**src/rtl/ld_pkg.sv**
```systemverilog
// Shared types, op counts and microprogram ROMs for the Lopez-Dahab point ALU.
// ROM operands are XOR masks over the source table, so field additions cost no cycles.
package ld_pkg;

  localparam int LD_M = 4;
  typedef logic [LD_M-1:0] field_t;
  typedef struct packed {
    field_t z;
    field_t y;
    field_t x;
  } point_t;

  localparam int NMUL_DBL = 10;
  localparam int NMUL_ADD = 14;
  localparam int NSRC     = 16;
  localparam int NSCR     = 8;

  typedef enum logic [3:0] {
    S_X1, S_Y1, S_Z1, S_X2, S_Y2, S_ONE, S_CA, S_CB,
    S_T0, S_T1, S_T2, S_T3, S_T4, S_T5, S_T6, S_T7
  } src_e;

  typedef logic [NSRC-1:0] src_mask_t;
  typedef logic [2:0]      dst_t;

  typedef struct packed {
    src_mask_t sel_a;
    src_mask_t sel_b;
    dst_t      dst;
  } uop_t;

  typedef enum logic [1:0] {ST_IDLE, ST_RUN, ST_FINISH} state_e;

  function automatic src_mask_t sm(src_e s);
    src_mask_t m;
    m    = '0;
    m[s] = 1'b1;
    return m;
  endfunction

  function automatic uop_t mk(src_mask_t a, src_mask_t b, src_e d);
    uop_t u;
    u.sel_a = a;
    u.sel_b = b;
    u.dst   = 3'(int'(d) - int'(S_T0));
    return u;
  endfunction

  function automatic int latency(int m, logic op);
    return (op ? NMUL_DBL : NMUL_ADD) * (m + 1) + 1;
  endfunction

  // Doubling: T0=X^2..X^4, T1=Z^2..bZ^4, T2=Z3, T3=Y^2, T4=aZ3, T5=bZ^4*Z3
  localparam uop_t DBL_ROM [NMUL_DBL] = '{
    mk(sm(S_X1), sm(S_X1), S_T0),
    mk(sm(S_Z1), sm(S_Z1), S_T1),
    mk(sm(S_T0), sm(S_T1), S_T2),
    mk(sm(S_T0), sm(S_T0), S_T0),
    mk(sm(S_T1), sm(S_T1), S_T1),
    mk(sm(S_CB), sm(S_T1), S_T1),
    mk(sm(S_Y1), sm(S_Y1), S_T3),
    mk(sm(S_CA), sm(S_T2), S_T4),
    mk(sm(S_T1), sm(S_T2), S_T5),
    mk(sm(S_T0) | sm(S_T1), sm(S_T4) | sm(S_T3) | sm(S_T1), S_T6)
  };

  localparam src_mask_t DBL_RX = sm(S_T0) | sm(S_T1);
  localparam src_mask_t DBL_RY = sm(S_T5) | sm(S_T6);
  localparam src_mask_t DBL_RZ = sm(S_T2);

  // Addition: T1^Y1 = T1, T2^X1 = T2, T3 = C, T5 = D, T6 = Z3, T0 = E, T1 = T1^2
  localparam uop_t ADD_ROM [NMUL_ADD] = '{
    mk(sm(S_Z1), sm(S_Z1), S_T0),
    mk(sm(S_Y2), sm(S_T0), S_T1),
    mk(sm(S_X2), sm(S_Z1), S_T2),
    mk(sm(S_Z1), sm(S_T2) | sm(S_X1), S_T3),
    mk(sm(S_CA), sm(S_T0), S_T4),
    mk(sm(S_T2) | sm(S_X1), sm(S_T2) | sm(S_X1), S_T5),
    mk(sm(S_T5), sm(S_T3) | sm(S_T4), S_T5),
    mk(sm(S_T3), sm(S_T3), S_T6),
    mk(sm(S_T1) | sm(S_Y1), sm(S_T3), S_T0),
    mk(sm(S_T1) | sm(S_Y1), sm(S_T1) | sm(S_Y1), S_T1),
    mk(sm(S_X2), sm(S_T6), S_T2),
    mk(sm(S_T6), sm(S_T6), S_T4),
    mk(sm(S_X2) | sm(S_Y2), sm(S_T4), S_T4),
    mk(sm(S_T0) | sm(S_T6), sm(S_T1) | sm(S_T5) | sm(S_T0) | sm(S_T2), S_T7)
  };

  localparam src_mask_t ADD_RX = sm(S_T1) | sm(S_T5) | sm(S_T0);
  localparam src_mask_t ADD_RY = sm(S_T7) | sm(S_T4);
  localparam src_mask_t ADD_RZ = sm(S_T6);

endpackage

```
**src/rtl/ld_point_alu_seq_if.sv**
```systemverilog
// Start/busy/done handshake and point buses between the scalar-mult controller and the ALU.
interface ld_point_alu_seq_if #(
  parameter int M = 4
);
  logic           start;
  logic           op;
  logic [3*M-1:0] A;
  logic [3*M-1:0] B;
  logic [3*M-1:0] R;
  logic           busy;
  logic           done;
  logic           degen;

  modport master (output start, op, A, B, input R, busy, done, degen);
  modport slave  (input start, op, A, B, output R, busy, done, degen);
endinterface

```
**src/rtl/gf2m_mul_serial.sv**
```systemverilog
// MSB-first bit-serial GF(2^M) multiplier: operands latched on load, M shift-add-reduce steps.
// p/valid present the final step's value so the caller can store it on that same edge.
module gf2m_mul_serial
  import ld_pkg::*;
#(
  parameter int         M    = 4,
  parameter logic [M:0] POLY = 5'h13
) (
  input  logic         clk,
  input  logic         rst,
  input  logic         load,
  input  logic [M-1:0] a,
  input  logic [M-1:0] b,
  output logic [M-1:0] p,
  output logic         valid
);
  localparam int CW = $clog2(M + 1);

  logic [M-1:0]  r_a;
  logic [M-1:0]  r_b;
  logic [M-1:0]  r_acc;
  logic [CW-1:0] r_cnt;
  logic [M-1:0]  w_sh;
  logic [M-1:0]  w_next;

  assign w_sh   = {r_acc[M-2:0], 1'b0} ^ (r_acc[M-1] ? POLY[M-1:0] : '0);
  assign w_next = w_sh ^ (r_b[M-1] ? r_a : '0);
  assign p      = w_next;
  assign valid  = (r_cnt == CW'(1));

  always_ff @(posedge clk) begin
    if (rst) begin
      r_a   <= '0;
      r_b   <= '0;
      r_acc <= '0;
      r_cnt <= '0;
    end else if (load) begin
      r_a   <= a;
      r_b   <= b;
      r_acc <= '0;
      r_cnt <= CW'(M);
    end else if (r_cnt != '0) begin
      r_acc <= w_next;
      r_b   <= {r_b[M-2:0], 1'b0};
      r_cnt <= r_cnt - CW'(1);
    end
  end
endmodule

```
**src/rtl/ld_point_alu_seq.sv**
```systemverilog
// Sequential Lopez-Dahab point ALU: mixed add (B + A) or double (2A) over GF(2^M),
// every field product computed on one shared serial multiplier under a ROM microprogram.
//
// state     | meaning
// ST_IDLE   | waiting for start; done cycle also lands here with busy still high
// ST_RUN    | stepping microprogram: one load cycle then M multiplier steps per uop
// ST_FINISH | scratch final; assemble R and degen, pulse done on the next edge
module ld_point_alu_seq
  import ld_pkg::*;
#(
  parameter int         M       = 4,
  parameter logic [M:0] POLY    = 5'h13,
  parameter logic [M-1:0] CURVE_A = 4'h4,
  parameter logic [M-1:0] CURVE_B = 4'h1
) (
  input logic clk,
  input logic rst,
  ld_point_alu_seq_if.slave bus
);
  localparam logic [M-1:0] ONE = {{(M-1){1'b0}}, 1'b1};

  state_e         r_state;
  logic           r_ld;
  logic [3:0]     r_pc;
  logic           r_op;
  logic           r_zero;
  logic [M-1:0]   r_x1, r_y1, r_z1, r_x2, r_y2;
  logic [M-1:0]   r_t [NSCR];
  logic [3*M-1:0] r_r;
  logic           r_busy, r_done, r_degen;

  uop_t           w_uop;
  logic           w_last;
  logic [M-1:0]   w_src [NSRC];
  logic [M-1:0]   w_opa, w_opb, w_rx, w_ry, w_rz, w_p;
  src_mask_t      w_mx, w_my, w_mz;
  logic           w_load, w_valid;

  assign w_uop  = r_op ? DBL_ROM[r_pc] : ADD_ROM[r_pc];
  assign w_last = (r_pc == (r_op ? 4'(NMUL_DBL - 1) : 4'(NMUL_ADD - 1)));
  assign w_mx   = r_op ? DBL_RX : ADD_RX;
  assign w_my   = r_op ? DBL_RY : ADD_RY;
  assign w_mz   = r_op ? DBL_RZ : ADD_RZ;
  assign w_load = (r_state == ST_RUN) && r_ld;

  always_comb begin
    w_src[S_X1]  = r_x1;
    w_src[S_Y1]  = r_y1;
    w_src[S_Z1]  = r_z1;
    w_src[S_X2]  = r_x2;
    w_src[S_Y2]  = r_y2;
    w_src[S_ONE] = ONE;
    w_src[S_CA]  = CURVE_A;
    w_src[S_CB]  = CURVE_B;
    for (int i = 0; i < NSCR; i++) w_src[int'(S_T0) + i] = r_t[i];
  end

  always_comb begin
    w_opa = '0;
    w_opb = '0;
    w_rx  = '0;
    w_ry  = '0;
    w_rz  = '0;
    for (int i = 0; i < NSRC; i++) begin
      if (w_uop.sel_a[i]) w_opa = w_opa ^ w_src[i];
      if (w_uop.sel_b[i]) w_opb = w_opb ^ w_src[i];
      if (w_mx[i])        w_rx  = w_rx ^ w_src[i];
      if (w_my[i])        w_ry  = w_ry ^ w_src[i];
      if (w_mz[i])        w_rz  = w_rz ^ w_src[i];
    end
  end

  gf2m_mul_serial #(.M(M), .POLY(POLY)) u_mul (
    .clk   (clk),
    .rst   (rst),
    .load  (w_load),
    .a     (w_opa),
    .b     (w_opb),
    .p     (w_p),
    .valid (w_valid)
  );

  always_ff @(posedge clk) begin
    if (rst) begin
      r_state <= ST_IDLE;
      r_ld    <= 1'b0;
      r_pc    <= '0;
      r_op    <= 1'b0;
      r_zero  <= 1'b0;
      r_x1    <= '0;
      r_y1    <= '0;
      r_z1    <= '0;
      r_x2    <= '0;
      r_y2    <= '0;
      for (int i = 0; i < NSCR; i++) r_t[i] <= '0;
      r_r     <= '0;
      r_busy  <= 1'b0;
      r_done  <= 1'b0;
      r_degen <= 1'b0;
    end else begin
      r_done <= 1'b0;
      case (r_state)
        ST_IDLE: begin
          if (r_done) r_busy <= 1'b0;
          if (bus.start && !r_busy) begin
            r_op    <= bus.op;
            // Doubling takes A as affine: its Z only flags infinity.
            r_zero  <= bus.op ? (bus.A[2*M +: M] == '0) : (bus.B[2*M +: M] == '0);
            r_x1    <= bus.op ? bus.A[0 +: M] : bus.B[0 +: M];
            r_y1    <= bus.op ? bus.A[M +: M] : bus.B[M +: M];
            r_z1    <= bus.op ? ONE : bus.B[2*M +: M];
            r_x2    <= bus.A[0 +: M];
            r_y2    <= bus.A[M +: M];
            r_pc    <= '0;
            r_ld    <= 1'b1;
            r_busy  <= 1'b1;
            r_state <= ST_RUN;
          end
        end
        ST_RUN: begin
          if (r_ld) r_ld <= 1'b0;
          if (w_valid) begin
            r_t[w_uop.dst] <= w_p;
            if (w_last) begin
              r_state <= ST_FINISH;
            end else begin
              r_pc <= r_pc + 4'd1;
              r_ld <= 1'b1;
            end
          end
        end
        ST_FINISH: begin
          if (r_zero) begin
            r_r     <= r_op ? '0 : {ONE, r_y2, r_x2};
            r_degen <= 1'b0;
          end else begin
            r_r     <= {w_rz, w_ry, w_rx};
            r_degen <= !r_op && (w_rz == '0);
          end
          r_done  <= 1'b1;
          r_state <= ST_IDLE;
        end
        default: r_state <= ST_IDLE;
      endcase
    end
  end

  assign bus.R     = r_r;
  assign bus.busy  = r_busy;
  assign bus.done  = r_done;
  assign bus.degen = r_degen;
endmodule
```
**src/flat_wrapper.sv**
```systemverilog
// flat-port wrapper written by rule: the top's interface ports become plain ports
module ld_point_alu_seq_flat import ld_pkg::*;
#(
  parameter int         M       = 4,
  parameter logic [M:0] POLY    = 5'h13,
  parameter logic [M-1:0] CURVE_A = 4'h4,
  parameter logic [M-1:0] CURVE_B = 4'h1
)
  (clk, rst, bus_start, bus_op, bus_A, bus_B, bus_R, bus_busy, bus_done, bus_degen);
  ld_point_alu_seq_if #(.M(M)) bus_i ();
  input logic clk;
  input logic rst;
  input wire logic [$bits(bus_i.start)-1:0] bus_start;
  input wire logic [$bits(bus_i.op)-1:0] bus_op;
  input wire logic [$bits(bus_i.A)-1:0] bus_A;
  input wire logic [$bits(bus_i.B)-1:0] bus_B;
  output wire logic [$bits(bus_i.R)-1:0] bus_R;
  output wire logic [$bits(bus_i.busy)-1:0] bus_busy;
  output wire logic [$bits(bus_i.done)-1:0] bus_done;
  output wire logic [$bits(bus_i.degen)-1:0] bus_degen;
  assign bus_i.start = bus_start;
  assign bus_i.op = bus_op;
  assign bus_i.A = bus_A;
  assign bus_i.B = bus_B;
  assign bus_R = bus_i.R;
  assign bus_busy = bus_i.busy;
  assign bus_done = bus_i.done;
  assign bus_degen = bus_i.degen;
  ld_point_alu_seq #(.M(M), .POLY(POLY), .CURVE_A(CURVE_A), .CURVE_B(CURVE_B)) u_core (.clk(clk), .rst(rst), .bus(bus_i));
endmodule
```
**config.mk**
```make
export PLATFORM = sky130hd
export DESIGN_NAME = ld_point_alu_seq_flat
export DESIGN_NICKNAME = d
export VERILOG_FILES = /design/src/rtl/ld_pkg.sv /design/src/rtl/ld_point_alu_seq_if.sv /design/src/rtl/gf2m_mul_serial.sv /design/src/rtl/ld_point_alu_seq.sv /design/src/flat_wrapper.sv
export SDC_FILE = /design/constraint.sdc
export NUM_CORES = 1
export LEC_CHECK = 0
export CAP_MARGIN = 20
export CORE_MARGIN = 5
export CORE_UTILIZATION = 30
export CTS_CLUSTER_DIAMETER = 120
export DETAILED_ROUTE_END_ITERATION = 8
export PLACE_DENSITY = 0.53
export REMOVE_ABC_BUFFERS = 1
export SETUP_SLACK_MARGIN = 0.2
export SLEW_MARGIN = 20
export SYNTH_ARGS = -nofsm -noshare
export SYNTH_HDL_FRONTEND = slang
export SYNTH_HIERARCHICAL = 1
export SYNTH_SLANG_ARGS = --single-unit
```
**constraint.sdc**
```tcl
create_clock -name clk -period 5.7 [get_ports clk]
set_input_delay 1.14 -clock clk [delete_from_list [all_inputs] [get_ports clk]]
set_output_delay 1.14 -clock clk [all_outputs]
set_load 0.05 [all_outputs]
```
==> flow_metrics.env, run 1 <==
export IMPL_reg2reg_depth=6
export IMPL_cp_arrival_ns=3.32
export IMPL_rows=49
export IMPL_total_power_w=0.00173
export IMPL_final_nets=685
export IMPL_crit_start="u_core/r_pc[3]"
export IMPL_yosys_cell_types_count=68
export IMPL_crit_chain="inv_1, nor3_1, a21oi_1, o211ai_1, nand2b_1, o21bai_1"
export IMPL_clkTransAtPathRegs_ns=0.06
export IMPL_r2r_setup_slack_ns=2.39
export IMPL_clock_skew_ns=0.00605
export IMPL_post_route_period_util_pct=58.0
export IMPL_crit_path_end="u_core/r_t[6][2]"
export IMPL_clock_sinks=91
export IMPL_port_buffers=42
export IMPL_grt_usage_pct=15.2
export IMPL_final_cell_count_no_fill=881
export IMPL_synth_ff_type="dfxtp_1"
export IMPL_start_kind="flop"
export IMPL_ctsResizeCount=0
export IMPL_vias=4617
export IMPL_core_um2=18100
export IMPL_async_flop_share_pct=0
export IMPL_final_cell_mix="nand2_1, nor2_1, dfxtp_1"
export IMPL_synth_edf_count=32
export IMPL_gp_congestion=0.872
export IMPL_status="finished clean"
export IMPL_grt_remaining_overflow=0
export IMPL_syn_area_per_cell_um2=8.84
export IMPL_grt_pass1_wl_um=25700
export IMPL_firstDrtPassIters=5
export IMPL_fmax_mhz=302
export IMPL_rsz0062_at_grt="false"
export IMPL_fin_tns_setup_ns=0
export IMPL_clk_path_buf_depth=2
export IMPL_power_density_nw_per_um2=272
export IMPL_min_from="u_core/bus.R[8]"
export IMPL_reg2reg_from="u_core/r_pc[3]"
export IMPL_dp_hpwl_um=12100
export IMPL_required_ns=5.71
export IMPL_syn_area_um2=5570
export IMPL_ant_nets=0
export IMPL_die_area_um2=21400
export IMPL_synthDominantAreaCellType="dfxtp_1"
export IMPL_cts_buffers=9
export IMPL_hold_viol_final=0
export IMPL_clk_root_buffer_cell="clkbuf_16"
export IMPL_synth_warnings=6
export IMPL_area_growth_synth_to_final_pct=14.3
export IMPL_drt_total_wl_um=16300
export IMPL_first_global_vias=4435
export IMPL_post_drt_wl_per_cell_um=18.5
export IMPL_cap_violations=0
export IMPL_min_period_ns=3.31
export IMPL_worst_pin_slew_ns=1.06
export IMPL_vdd_drop_max_v=0.000115
export IMPL_clk_latency_ns=0.35
export IMPL_fp_dieH_um=146
export IMPL_ys_seq_elements=91
export IMPL_worst_path_largest_cell_delay_ns=1.02
export IMPL_hp_class="flop to flop"
export IMPL_slew_headroom_pct=29.2
export IMPL_hold_buffers=0
export IMPL_drt_iter0_markers=459
export IMPL_cp_slowest_cell="dfxtp_1"
export IMPL_post_cts_buffers=0
export IMPL_post_route_drc_count=0
export IMPL_avgViaCountPerCell=5.24
export IMPL_setup_viol=0
export IMPL_synth_top_area_share_pct=21.2
export IMPL_slew_violations=0
export IMPL_drive_above_1_share_pct=7.21
export IMPL_htreeDepth=3
export IMPL_syn_instance_count=630
export IMPL_grt_max_degree=44
export IMPL_worstSetupPathType="flop to flop"
export IMPL_crit_fanout=29
export IMPL_n_antenna_cell=0
export IMPL_die_w_um=146
export IMPL_dpl_cell_count=865
export IMPL_synthTopCellsByArea="dfxtp_1, edfxtp_1, nand2_1"
export IMPL_reg2reg_to="u_core/r_t[6][2]"
export IMPL_start_util_pct=30.7
export IMPL_hold_slack_ns=0.459
export IMPL_cts_tree="yes"
export IMPL_power_leakage_nw=2.11
export IMPL_final_common_cell="nand2_1"
export IMPL_end_kind="flop"
export IMPL_antenna_found_initial=0
export IMPL_yosysSeqAreaShare_pct=38.5
export IMPL_ioPinCount=43
how the worst min path moves through the flow:
| stage | slack, ns | to | cells past startpoint |
|---|---|---|---|
| finish | 0.46 | u_core/bus.R[8] | 2 |
| global route | 0.48 | u_core/bus.R[8] | 2 |
| CTS | 0.46 | u_core/bus.R[8] | 2 |
| detailed placement | 0.45 | u_core/bus.R[8] | 2 |
| global placement | 0.45 | u_core/bus.R[8] | 2 |
| floorplan | 0.44 | u_core/r_ld | 2 |
cells in the mapped netlist (12+ instances only):
library cell,n
a211oi_1,16
a21oi_1,38
a22oi_1,15
clkbuf_1,18
dfxtp_1,59
edfxtp_1,32
inv_1,16
mux2i_1,14
nand2_1,94
nand2b_1,14
nor2_1,86
nor3_1,15
o21ai_0,12
xnor2_1,34
xor2_1,23
cell families (layout without fill, tap and decap cells):
logic type	count (synthesis)	in the layout	synth area share, %
AOI/OAI and AO/OA	138	138	17.7
xor gates and xnor gates	62	62	10.9
adders and majority gates	10	10	2.25
buffers and inverters	55	77	5.39
DFF	91	91	38.5
muxes	21	21	3.93
and+or+nand+nor	253	253	21.4
stage by stage:
stage	utilization, %	cell area, um2	worst slack [ns]
final	35.1	6360	2.39
after global routing	35.1	6360	2.15
after CTS	35.1	6360	2.47
after detailed placement	33.4	6060	2.49
after global placement	33.4	6060	2.60
after floorplan	-	5330	2.13
flip-flops by register name (all words and copies together), names as in the netlist, 2 cells and up:
signal / cells
u_core/bus.R: 12
u_core/r_pc: 4
u_core/r_state: 2
u_core/r_t: 32
u_core/r_x1: 4
u_core/r_x2: 4
u_core/r_y1: 4
u_core/r_y2: 4
u_core/r_z1: 4
u_core/u_mul/r_a: 4
u_core/u_mul/r_acc: 4
u_core/u_mul/r_b: 4
u_core/u_mul/r_cnt: 3
critical path: cells and delay by family (launching register included):
| family | cells | cell delay, ns |
|---|---|---|
| buffers and inverters | 1 | 0.44 |
| AND/OR/NAND/NOR | 2 | 0.59 |
| flip-flops | 1 | 1.02 |
| AO/OA/AOI/OAI | 3 | 0.90 |
power by group:
group	switching [W]	internal (W)	total [W]	leakage [nW]
sequential	0.0000580	0.000722	0.000780	0.812
combinational	0.000200	0.000148	0.000348	1.16
clock	0.000260	0.000342	0.000603	0.139
area by class of cell:
cell class | instances | area [um2]
Clock buffer | 9 | 225
Multi-Input combinational cell | 484 | 3130
Fill cell | 1852 | 11800
Tap cell | 229 | 287
Timing Repair Buffer | 45 | 438
Inverter | 16 | 60.1
Clock inverter | 7 | 76.3
Sequential cell | 91 | 2140
metal layers:
metal | global-route usage (%) | up-vias | part of all wire (%)
met5 | 0 | - | 0
met4 | 4.99 | 0 | 1.9
met3 | 3.50 | 27 | 6.8
met2 | 23.9 | 166 | 45
met1 | 20.8 | 2184 | 46
li1 | - | 2240 | -
No activity file was read; power rests on OpenSTA's default activity.
==> run 2: changes to the inputs <==
==> constraint.sdc (replaced) <==
create_clock -name clk -period 3.4 [get_ports clk]
set_input_delay 0.68 -clock clk [delete_from_list [all_inputs] [get_ports clk]]
set_output_delay 0.68 -clock clk [all_outputs]
set_load 0.05 [all_outputs]
==> run 2 against run 1 <==
Global-route usage up 0.74 points. Fmax up 11%. Design area up 0.81%. Sequential cell count unchanged. Sequential power up 68%. Sequential share of layout area down 0.27 points. Critical path type unchanged. Largest cell class unchanged. Highest routed layer unchanged.
==> flow_metrics.env, run 2 (synthesis gave the netlist of run 1 again) <==
export IMPL_final_common_cell="nand2_1"
export IMPL_drive_above_1_share_pct=8.03
export IMPL_seq_area_um2=2140
export IMPL_power_leakage_nw=2.15
export IMPL_core_um2=18100
export IMPL_avgViaCountPerCell=5.19
export IMPL_grt_pass1_wl_um=26500
export IMPL_final_cell_mix="nand2_1, nor2_1, dfxtp_1"
export IMPL_slew_violations=0
export IMPL_ioPinCount=43
export IMPL_rows=49
export IMPL_crit_top_cell="inv_1"
export IMPL_drt_total_wl_um=17200
export IMPL_start_util_pct=30.7
export IMPL_drt_iter0_markers=422
export IMPL_clock_sinks=91
export IMPL_clkTransAtPathRegs_ns=0.07
export IMPL_setup_viol=0
export IMPL_htreeDepth=3
export IMPL_n_antenna_cell=0
export IMPL_rsz0062_at_grt="false"
export IMPL_cts_tree="yes"
export IMPL_grt_remaining_overflow=0
export IMPL_fin_tns_setup_ns=0
export IMPL_ant_nets=0
export IMPL_slew_headroom_pct=42.6
export IMPL_firstDrtPassIters=8
export IMPL_clock_skew_ns=0.00715
export IMPL_grt_max_degree=62
export IMPL_end_kind="flop"
export IMPL_switchingPower_w=0.000878
export IMPL_clk_path_buf_depth=2
export IMPL_required_ns=3.65
export IMPL_worst_pin_slew_ns=0.859
export IMPL_worstSetupPathType="flop to flop"
export IMPL_regMostFlops="u_core/r_t"
export IMPL_post_route_drc_count=0
export IMPL_post_drt_wl_per_cell_um=19.3
export IMPL_grt_usage_pct=16.0
export IMPL_fmax_mhz=337
export IMPL_area_growth_synth_to_final_pct=15.2
export IMPL_min_period_ns=2.97
export IMPL_crit_chain="inv_1, ha_1, nand4b_1, o21ai_1, a222oi_1, xnor2_1, xnor3_1, inv_1, a21oi_1, o21a_1"
export IMPL_crit_fanout=15
export IMPL_hold_viol_final=0
export IMPL_fp_dieH_um=146
export IMPL_final_nets=693
export IMPL_dp_hpwl_um=12900
export IMPL_post_cts_buffers=0
export IMPL_gp_congestion=0.939
export IMPL_finalCoreUtilization_pct=35.3
export IMPL_cts_buffers=9
export IMPL_power_frac_comb_pct=20.3
export IMPL_cp_slowest_cell="dfxtp_1"
export IMPL_largest_reg_flops=32
export IMPL_worst_path_largest_cell_delay_ns=0.61
export IMPL_first_global_vias=4456
export IMPL_port_buffers=42
export IMPL_vias=4610
export IMPL_cp_arrival_ns=3.21
export IMPL_die_w_um=146
export IMPL_clk_root_buffer_cell="clkbuf_16"
export IMPL_swShare_pct=30.2
export IMPL_power_density_nw_per_um2=454
export IMPL_start_kind="flop"
export IMPL_hold_slack_ns=0.467
export IMPL_post_route_period_util_pct=87.2
export IMPL_clkPwrFrac_pct=34.8
export IMPL_clk_latency_ns=0.35
export IMPL_status="finished clean"
export IMPL_die_area_um2=21400
export IMPL_cap_violations=0
export IMPL_fillerInstances=1842
export IMPL_multi_input_area_um2=3130
export IMPL_hp_class="flop to flop"
export IMPL_vdd_drop_max_v=0.000204
export IMPL_intPower_w=0.00203
export IMPL_p_seq_share_pct=44.9
export IMPL_antenna_found_initial=0
[run 2: changes by cell type in the layout (fill, tap and decap cells not counted)]
cell        previous run  this run
buf_4                  3        11
clkbuf_1               0         1
clkinv_1               0         1
clkinv_2               0         1
clkinv_4               1         0
clkinvlp_2             1         0
clkinvlp_4             2         1
o21ai_0               12        11
o21ai_1                2         3
[run 2: power groups by stage]
stage               sequential [W]  clock, W  combinational, W
floorplan                  0.00130         0          0.000411
global placement           0.00133         0          0.000569
detailed placement         0.00133         0          0.000584
CTS                        0.00131   0.00104          0.000588
global route               0.00132   0.00108          0.000658
finish                     0.00131   0.00101          0.000591
[run 2: critical path, delay by kind of cell (launching register included)]
| kind | cells | cell delay [ns] |
|---|---|---|
| AOI/OAI and AO/OA | 4 | 0.88 |
| xor gates and xnor gates | 2 | 0.68 |
| DFF | 1 | 0.61 |
| adders and majority gates | 1 | 0.31 |
| buffers and inverters | 2 | 0.25 |
| and+or+nand+nor | 1 | 0.14 |
[run 2: worst paths after layout]
path                                 startpoint                   to  slack (ns)  cells past startpoint
worst max register to register   u_core/r_pc[0]  u_core/u_mul/r_b[3]        0.43                     10
worst min-delay path            u_core/bus.R[8]      u_core/bus.R[8]        0.47                      2
worst min register to register  u_core/bus.R[8]      u_core/bus.R[8]        0.47                      2
worst max-delay path             u_core/r_pc[0]  u_core/u_mul/r_b[3]        0.43                     10
[run 2: area by class of cell]
cell class,count,share of cell area (%)
flip-flops and latches,91,33.4
inverters,16,0.936
multi-input cells,484,48.9
clock buffers,10,3.57
repair buffers,53,7.76
well taps,229,4.47
clock inverters,6,0.995
[run 2: stage by stage]
step	cell area (um2)	total power, W	cells	worst slack (ns)
2_1_floorplan	5330	0.00171	591	0.295
3_3_place_gp	6120	0.00189	873	0.387
3_5_place_dp	6120	0.00191	873	0.419
4_1_cts	6410	0.00294	889	0.355
5_1_grt	6410	0.00306	889	0.253
6_report	6410	0.00291	889	0.435
[run 2: layer usage]
layer	share of wire (%)	vias to the layer above	GRT usage (%)
li1	-	2256	-
met5	0	-	0
met4	3.1	0	6.16
met1	47	2148	21.7
met3	6.7	36	3.78
met2	43	170	24.6
[run 2: timing repair]
action,in CTS,in global routing
endpoints found under the setup margin,0,2
gates resized for setup,0,1
hold buffers,0,0
==> run 3: changes to the inputs <==
--- a/config.mk
+++ b/config.mk
@@ -5,12 +5,14 @@
 export SDC_FILE = /design/constraint.sdc
 export NUM_CORES = 1
 export LEC_CHECK = 0
+export ABC_CLOCK_PERIOD_IN_PS = 3400
 export CAP_MARGIN = 20
-export CORE_MARGIN = 5
+export CORE_MARGIN = 3
 export CORE_UTILIZATION = 30
 export CTS_CLUSTER_DIAMETER = 120
 export DETAILED_ROUTE_END_ITERATION = 8
-export PLACE_DENSITY = 0.53
+export DONT_BUFFER_PORTS = 1
+export PLACE_DENSITY = 0.5
 export REMOVE_ABC_BUFFERS = 1
 export SETUP_SLACK_MARGIN = 0.2
 export SLEW_MARGIN = 20
==> run 3 against run 2 <==
Critical path depth is the same. Critical endpoint is now u_core/u_mul/r_b[1]. First-iteration DRC count shrank 12%. Design area shrank 6.9%. Critical path type unchanged. Register-to-register slack gained 0.02 ns. Largest cell class unchanged.
==> flow_metrics.env, run 3 (synthesis gave the netlist of run 1 again) <==
export IMPL_grt_pass1_wl_um=24800
export IMPL_required_ns=3.65
export IMPL_n_antenna_cell=0
export IMPL_clk_path_buf_depth=2
export IMPL_clk_root_buffer_cell="clkbuf_16"
export IMPL_core_um2=18100
export IMPL_reg2reg_depth=10
export IMPL_hold_slack_ns=0.393
export IMPL_ant_nets=0
export IMPL_setup_viol=0
export IMPL_worst_pin_slew_ns=0.822
export IMPL_clock_skew_ns=0.00828
export IMPL_dp_hpwl_um=12100
export IMPL_regMostFlops="u_core/r_t"
export IMPL_vdd_drop_max_v=0.000194
export IMPL_cts_tree="yes"
export IMPL_grt_max_degree=64
export IMPL_grt_remaining_overflow=0
export IMPL_drive_above_1_share_pct=8.31
export IMPL_area_growth_synth_to_final_pct=7.19
export IMPL_min_period_ns=2.95
export IMPL_crit_fanout=12
export IMPL_power_leakage_nw=1.97
export IMPL_htreeDepth=3
export IMPL_hold_viol_final=0
export IMPL_end_kind="flop"
export IMPL_rsz0062_at_grt="false"
export IMPL_cts_buffers=9
export IMPL_hp_class="input port to flop"
export IMPL_start_kind="flop"
export IMPL_drt_iter0_markers=371
export IMPL_slew_violations=0
export IMPL_post_route_drc_count=0
export IMPL_drt_total_wl_um=16000
export IMPL_largest_reg_flops=32
export IMPL_cap_violations=0
export IMPL_grt_usage_pct=16.0
export IMPL_clk_latency_ns=0.35
export IMPL_rows=49
export IMPL_first_global_vias=4249
export IMPL_worstSetupPathType="flop to flop"
export IMPL_port_buffers=0
export IMPL_firstDrtPassIters=7
export IMPL_status="finished clean"
export IMPL_gp_congestion=0.867
export IMPL_vias=4443
export IMPL_final_common_cell="nand2_1"
export IMPL_holdPathStages=1
export IMPL_power_density_nw_per_um2=466
export IMPL_die_w_um=142
export IMPL_die_area_um2=20200
export IMPL_final_cell_mix="nand2_1, nor2_1, dfxtp_1"
export IMPL_clkTransAtPathRegs_ns=0.07
export IMPL_antenna_found_initial=0
export IMPL_avgViaCountPerCell=5.27
export IMPL_post_route_period_util_pct=86.7
export IMPL_final_nets=647
export IMPL_clock_sinks=91
export IMPL_slew_headroom_pct=45.1
export IMPL_ioPinCount=43
export IMPL_cp_arrival_ns=3.20
export IMPL_fmax_mhz=339
export IMPL_fin_tns_setup_ns=0
export IMPL_fp_dieH_um=142
export IMPL_start_util_pct=30.8
export IMPL_post_drt_wl_per_cell_um=19.0
## run 3: area by class of cell
type,count,area [um2]
Inverter,16,60.1
Fill cell,1847,12100
Timing Repair Buffer,7,65.1
Tap cell,229,287
Clock buffer,10,229
Multi-Input combinational cell,484,3130
Sequential cell,91,2140
Clock inverter,6,48.8
## run 3: worst paths after layout
path / start / endpoint / slack, ns
setup / recovery: u_core/r_pc[1] / u_core/u_mul/r_b[1] / 0.45
hold / removal: rst / u_core/r_pc[0] / 0.39
setup reg to reg: u_core/r_pc[1] / u_core/u_mul/r_b[1] / 0.45
hold reg to reg: u_core/r_ld / u_core/r_ld / 0.48
## run 3: metrics by stage
step           std cells  setup WS, ns  utilization (%)  total power (W)  cell area (um2)
2_1_floorplan        591         0.295                -          0.00171             5330
3_3_place_gp         827         0.466             31.4          0.00184             5690
3_5_place_dp         827         0.453             31.4          0.00185             5690
4_1_cts              843         0.421             33.0          0.00282             5970
5_1_grt              843         0.237             33.0          0.00293             5970
6_report             843         0.453             33.0          0.00278             5970
## run 3: repair_timing
action / CTS / global route
gates resized for setup: 0 / 2
buffers inserted: 0 / 0
endpoints found under the setup margin: 0 / 3
hold buffers: 0 / 0
## run 3: critical path, stage by stage (launching register included)
cell and delay, ns:
dfxtp_1 0.62, inv_1 0.16, ha_1 0.33, nand2_1 0.16, o21ai_0 0.20, a222oi_1 0.46
xnor2_1 0.20, xnor3_1 0.45, inv_1 0.06, a21oi_1 0.06, o21a_1 0.14
## run 3: where the power goes
part           total, W  leakage (nW)  switching [W]  internal [W]
Sequential      0.00131         0.813      0.0000999       0.00121
Clock          0.000951         0.134       0.000448      0.000503
Combinational  0.000522          1.03       0.000298      0.000224
## run 3: layer usage
metal  vias up  GRT usage (%)  part of all wire, %
met5         -              0                    0
met4         0           5.76                  2.4
met3        21           2.79                  4.5
met2       136           25.9                   47
met1      2113           21.4                   46
li1       2173              -                    -
